<file path="src/rtl/pipelined_adder.sv">
// Pipelined ripple-carry adder/subtractor: WIDTH bits split into STAGES slices, one slice per stage.
// Optional signed-overflow output is built when PIPE_ADD_OVF_EN is defined.
module pipelined_adder #(
   parameter int WIDTH  = 16,
   parameter int STAGES = 4
) (
   input  logic             clk,
   input  logic             rst_n,
   input  logic             in_valid,
   output logic             in_ready,
   input  logic [WIDTH-1:0] in_a,
   input  logic [WIDTH-1:0] in_b,
   input  logic             in_cin,
   input  logic             in_sub,
   output logic             out_valid,
   input  logic             out_ready,
   output logic [WIDTH-1:0] out_sum,
   output logic             out_cout
`ifdef PIPE_ADD_OVF_EN
  ,output logic             out_ovf
`endif
);

   localparam int SLICE = WIDTH / STAGES;
   localparam int LAST  = STAGES - 1;

   // Register set r feeds stage r; set 0 holds the prepared operands captured at accept.
   logic [STAGES:0]  vld_q;
   logic [STAGES:0]  c_q;
   logic [WIDTH-1:0] a_q   [STAGES];
   logic [WIDTH-1:0] b_q   [STAGES];
   logic [WIDTH-1:0] s_q   [STAGES];
   logic [WIDTH-1:0] s_in  [STAGES];
   logic [WIDTH-1:0] s_nxt [STAGES];
   logic [STAGES-1:0] c_nxt;
   logic [SLICE:0]   slc;
   logic             stall;

   assign stall     = vld_q[STAGES] & ~out_ready;
   assign in_ready  = ~stall;
   assign out_valid = vld_q[STAGES];
   assign out_sum   = s_q[LAST];
   assign out_cout  = c_q[STAGES];

   always_comb begin
      slc     = '0;
      c_nxt   = '0;
      s_in[0] = '0;
      for (int k = 1; k < STAGES; k++) begin
         s_in[k] = s_q[k-1];
      end
      for (int k = 0; k < STAGES; k++) begin
         slc = {1'b0, a_q[k][k*SLICE +: SLICE]} + {1'b0, b_q[k][k*SLICE +: SLICE]}
             + {{SLICE{1'b0}}, c_q[k]};
         s_nxt[k] = s_in[k];
         s_nxt[k][k*SLICE +: SLICE] = slc[SLICE-1:0];
         c_nxt[k] = slc[SLICE];
      end
   end

`ifdef PIPE_ADD_OVF_EN
   logic ovf_nxt;
   logic ovf_q;

   assign ovf_nxt = (a_q[LAST][WIDTH-1] == b_q[LAST][WIDTH-1])
                 && (s_nxt[LAST][WIDTH-1] != a_q[LAST][WIDTH-1]);
   assign out_ovf = ovf_q;
`endif

   // Data registers only load behind a valid bit so outputs hold while out_valid is low.
   always_ff @(posedge clk or negedge rst_n) begin
      if (!rst_n) begin
         vld_q <= '0;
         c_q   <= '0;
         for (int k = 0; k < STAGES; k++) begin
            a_q[k] <= '0;
            b_q[k] <= '0;
            s_q[k] <= '0;
         end
`ifdef PIPE_ADD_OVF_EN
         ovf_q <= 1'b0;
`endif
      end else if (!stall) begin
         vld_q <= {vld_q[STAGES-1:0], in_valid};
         if (in_valid) begin
            a_q[0] <= in_a;
            b_q[0] <= in_sub ? ~in_b : in_b;
            c_q[0] <= in_sub | in_cin;
         end
         for (int k = 0; k < STAGES; k++) begin
            if (vld_q[k]) begin
               s_q[k]   <= s_nxt[k];
               c_q[k+1] <= c_nxt[k];
            end
         end
         for (int k = 1; k < STAGES; k++) begin
            if (vld_q[k-1]) begin
               a_q[k] <= a_q[k-1];
               b_q[k] <= b_q[k-1];
            end
         end
`ifdef PIPE_ADD_OVF_EN
         if (vld_q[LAST]) ovf_q <= ovf_nxt;
`endif
      end
   end

endmodule

</file>
<file path="config.mk">
export PLATFORM = sky130hd
export DESIGN_NAME = pipelined_adder
export DESIGN_NICKNAME = d
export VERILOG_FILES = /design/src/rtl/pipelined_adder.sv
export SDC_FILE = /design/constraint.sdc
export NUM_CORES = 1
export LEC_CHECK = 0
export CAP_MARGIN = 10
export CORE_ASPECT_RATIO = 0.7
export CORE_MARGIN = 3
export CORE_UTILIZATION = 57
export CTS_BUF_LIST = sky130_fd_sc_hd__clkbuf_16
export DETAILED_ROUTE_END_ITERATION = 8
export PLACE_DENSITY = 0.8
export SLEW_MARGIN = 5
export SYNTH_ARGS = -nofsm -noshare
export SYNTH_HDL_FRONTEND = slang
export SYNTH_SLANG_ARGS = --single-unit
</file>
<file path="constraint.sdc">
create_clock -name clk -period 2.3 [get_ports clk]
set_clock_uncertainty 0.05 [all_clocks]
set_input_delay 0.345 -clock clk [delete_from_list [all_inputs] [get_ports clk]]
set_output_delay 0.345 -clock clk [all_outputs]
set_load 0.01 [all_outputs]
</file>
* Word level (Yosys, flattened, before mapping)
Cells that the tools add are included.
** Operators by class
- Bitwise logic cells :: 5
- Reductions and logical operators :: 5
- Mux-type cells :: 1
- $add $sub $neg :: 8
** Operators with widths (count)
- 4-bit by 4-bit adder with 5-bit output :: 4
- 5-bit by 1-bit adder with 5-bit output :: 4
- 16-bit two-way mux :: 1
- 16-bit NOT :: 1
- 2-bit AND reduction :: 5
- 1-bit NOT :: 2
- 1-bit AND :: 1
- 1-bit bitwise OR :: 1
** Word-level totals
- Input port bits :: 38
- Logic and storage cells :: 37
- Bits in registers :: 178
- Output and inout port bits :: 19

* Longest topological paths before layout
Gate-level depths: netlist of the first run.
- Word-level depth :: 4
- Mapped depth :: 8
- Gate-level depth less buffers :: 6

* Worst setup path before layout of the first run
Ideal clock, no wire load.
- Kind :: flip-flop to flip-flop
- Start point :: register c_q[3]
- End point :: register c_q[4]
- Arrival :: 1.591 ns
- Clock period less this slack :: 1.770 ns
- Buffers on the path :: 0
- Data required time :: 2.121 ns
- Cell stages (with the launch flop) :: 6
- Setup time :: 0.129 ns
- Path slack :: 0.530 ns
- Path through :: dfrtp_1 fa_1 fa_1 a21o_1 a21oi_1 o21ai_0
** Between the ends
- Word-level cells in the longest chain between the ends :: 1
** RTL lines
- from (decl) :: line 29 : logic [STAGES:0] c_q;
- from (signal, indexed assignment) :: line 93 : c_q[k+1] <= c_nxt[k];
- 5-bit by 1-bit adder with 5-bit output :: line 54 : + {{SLICE{1'b0}}, c_q[k]};
Every way passes these cells.
A chain may end at the register's enable or synchronous reset.

* Final worst setup path of the first run
- Start point :: register vld_q[4]
- End point :: output in_ready
** Between the ends
- Word-level cells in the longest chain between the ends :: 2
** RTL lines
- from (decl) :: line 28 : logic [STAGES:0] vld_q;
- from (signal assigned) :: line 84 : vld_q <= {vld_q[STAGES-1:0], in_valid};
- 1-bit AND :: line 39 : assign stall = vld_q[STAGES] & ~out_ready;
- 1-bit NOT (no source line)
- to (decl) :: line 10 : output logic in_ready,
Every way passes these cells.

==> results of run 1 <==
==> state kept, by name, summed over array words and instances (netlist names) <==
register,flops
s_in,24
out_sum,16
c_q,5
a_q,40
vld_q,5
b_q,40
==> cell families after synthesis <==
family / count (synthesis) / synth area share
simple gates: 24 / 0.0278
flops: 130 / 0.578
xor+xnor: 20 / 0.0311
mux: 92 / 0.191
compound gates: 81 / 0.0765
fa+ha+maj: 20 / 0.0551
buf+inv: 35 / 0.0405
==> final timing paths <==
check,start,to,slack (ns),cells past startpoint
setup / recovery,vld_q[4],in_ready,0.22,3
hold / removal,rst_n,a_q[61],0.42,2
setup reg to reg,c_q[3],c_q[4],0.42,5
hold reg to reg,b_q[42],b_q[26],0.43,1
max in group asynchronous,rst_n,b_q[46],1.12,3
min in group clk,b_q[42],b_q[26],0.43,1
==> placed cells by master (no fill, tap or decap), drive strengths merged, types with 5 or more instances in the layout <==
master,count
ha,12
clkdlybuf4s50,55
dfrtp,130
nand3,6
clkinv,7
a21oi,43
clkbuf,17
fa,8
xnor2,16
mux2,92
inv,18
buf,12
o21ai,28
nand2,5
==> critical path, stage by stage (launching register included) <==
cell             delay [ns]
dfrtp_1                0.38
nor2b_4                0.16
inv_4                  0.15
clkdlybuf4s50_1        0.58
==> where the power goes <==
part / leakage, nW / switching [mW] / total (mW) / internal (mW)
Combinational: 1.17 / 1.57 / 3.53 / 1.96
Sequential: 1.51 / 0.686 / 4.03 / 3.34
Clock: 0.263 / 0.890 / 2.32 / 1.43
Total: 2.95 / 3.14 / 9.87 / 6.73
==> final cells by class <==
cell class,count,area (um^2),share of cell area
inverters,14,55.1,0.00810
clock inverters,13,82.6,0.0122
clock buffers,17,425,0.0626
repair buffers,68,676,0.0995
multi-input cells,237,2150,0.316
well taps,124,155,0.0228
flip-flops and latches,130,3250,0.479
==> through the flow <==
step,hold WS [ns],std cells
finish,0.421,603
global route,0.463,603
CTS,0.434,600
detailed placement,0.329,569
global placement,0.323,569
floorplan,-0.000591,402
==> what timing repair did <==
action,CTS,global route
buffers inserted,0,3
setup endpoints to repair,0,1
hold endpoints to repair,41,0
hold buffers,1,0
resized for setup,0,0
==> layer usage <==
| layer | GRT usage | wire, um |
|---|---|---|
| met3 | 0.0561 | 561 |
| met2 | 0.340 | 4850 |
| met4 | 0.0896 | 228 |
| met5 | 0 | 0 |
| met1 | 0.283 | 5090 |
==> impl_metrics.env, run 1 <==
export IMPL_viasPerCell=5.50
export IMPL_dr_pass1_iters=4
export IMPL_wl_um=10700
export IMPL_grt_pass1_vias=3487
export IMPL_finalHoldViolCount=0
export IMPL_yosysWarningCount=0
export IMPL_vias=3319
export IMPL_yosysMostFrequentCell="dfrtp_1"
export IMPL_final_area_um2=6790
export IMPL_rows=29
export IMPL_drtAntennaViolNets=0
export IMPL_antenna_found_initial=0
export IMPL_layout_min_cycle_time_ns=2.08
export IMPL_cts_tree="yes"
export IMPL_seq_area_frac_synth=0.578
export IMPL_dieHeight_um=89.1
export IMPL_synth_common_cells="130 x dfrtp_1, 80 x mux2_2, 43 x a21oi_1"
export IMPL_globalRouteOverflowTotal=0
export IMPL_required_ns=1.90
export IMPL_crit_path_max_fanout=13
export IMPL_setup_tns_final_ns=0
export IMPL_clkSinkCount=130
export IMPL_path_clk_slew_ns=0.05
export IMPL_syn_area_um2=5630
export IMPL_pre_cts_ws_ns=0.00740
export IMPL_crit_type="reg -> out"
export IMPL_tightest_slew_ns=0.574
export IMPL_vdd_drop_max_mv=0.653
export IMPL_power_mw=9.87
export IMPL_synth_area_leaders="dfrtp_1 58%, mux2_2 16%, a21oi_1 3.8%, fa_1 2.8%, ha_1 2.7%"
export IMPL_place_congestion=0.788
export IMPL_drive_gt1_frac=0.271
export IMPL_maxSlewViolCount=0
export IMPL_drcViolationCount=0
export IMPL_track_usage=0.212
export IMPL_rsz0062_at_grt="no"
export IMPL_setup_slack_ns=0.223
export IMPL_synthArstFlopShare=1.00
export IMPL_yosysUniqueCellTypes=29
export IMPL_critPathCaptureType="output port"
export IMPL_fin_nets=526
export IMPL_initial_utilization=0.603
export IMPL_io_pins=57
export IMPL_maxCapViolCount=0
export IMPL_post_route_period_util=0.903
export IMPL_cts_root_buffer="clkbuf_16"
export IMPL_synth_edf_count=0
export IMPL_grt_pass1_wl_um=18000
export IMPL_yosysTopAreaCell="dfrtp_1"
export IMPL_syn_nets=460
export IMPL_dr_first_iter_drc_count=157
export IMPL_clock_latency_ns=0.41
export IMPL_antenna_cells=0
export IMPL_critPathLaunchType="register"
export IMPL_placed_area_um2=6250
export IMPL_ctsLongestPathBuffers=2
export IMPL_synthCells=402
export IMPL_coreArea_um2=9330
export IMPL_ys_ff_latch=130
export IMPL_die_area_um2=11100
export IMPL_port_buffers=56
export IMPL_die_w_um=125
export IMPL_synth_flop_cell="dfrtp_1"
export IMPL_setup_viol=0
export IMPL_syn_avg_cell_area_um2=14.0
export IMPL_htree_levels=4
export IMPL_outcome="completed"
export IMPL_synth_top_cell_area_share=0.578
export IMPL_numCtsBuffers=17
export IMPL_arrival_ns=1.68
export IMPL_max_slew_margin_rel=0.618
export IMPL_p_per_area_nw_per_um2=1450
export IMPL_fmax_mhz=481
export IMPL_dp_hpwl_um=7500
export IMPL_grt_max_degree=50
export IMPL_wl_per_cell_um=17.8
export IMPL_hold_path_class="in -> async"
export IMPL_power_leakage_nw=2.95
export IMPL_nFillCells=613
export IMPL_area_growth_synth_to_final_pct=20.7
export IMPL_final_util=0.728
No activity file was read; power rests on OpenSTA's default activity.
==> inputs of run 2 (changes only) <==
- CTS_CLUSTER_DIAMETER: unset -> 40
==> results of run 2 <==
No change in the layout: final DEF, timing and power equal those of run 1.
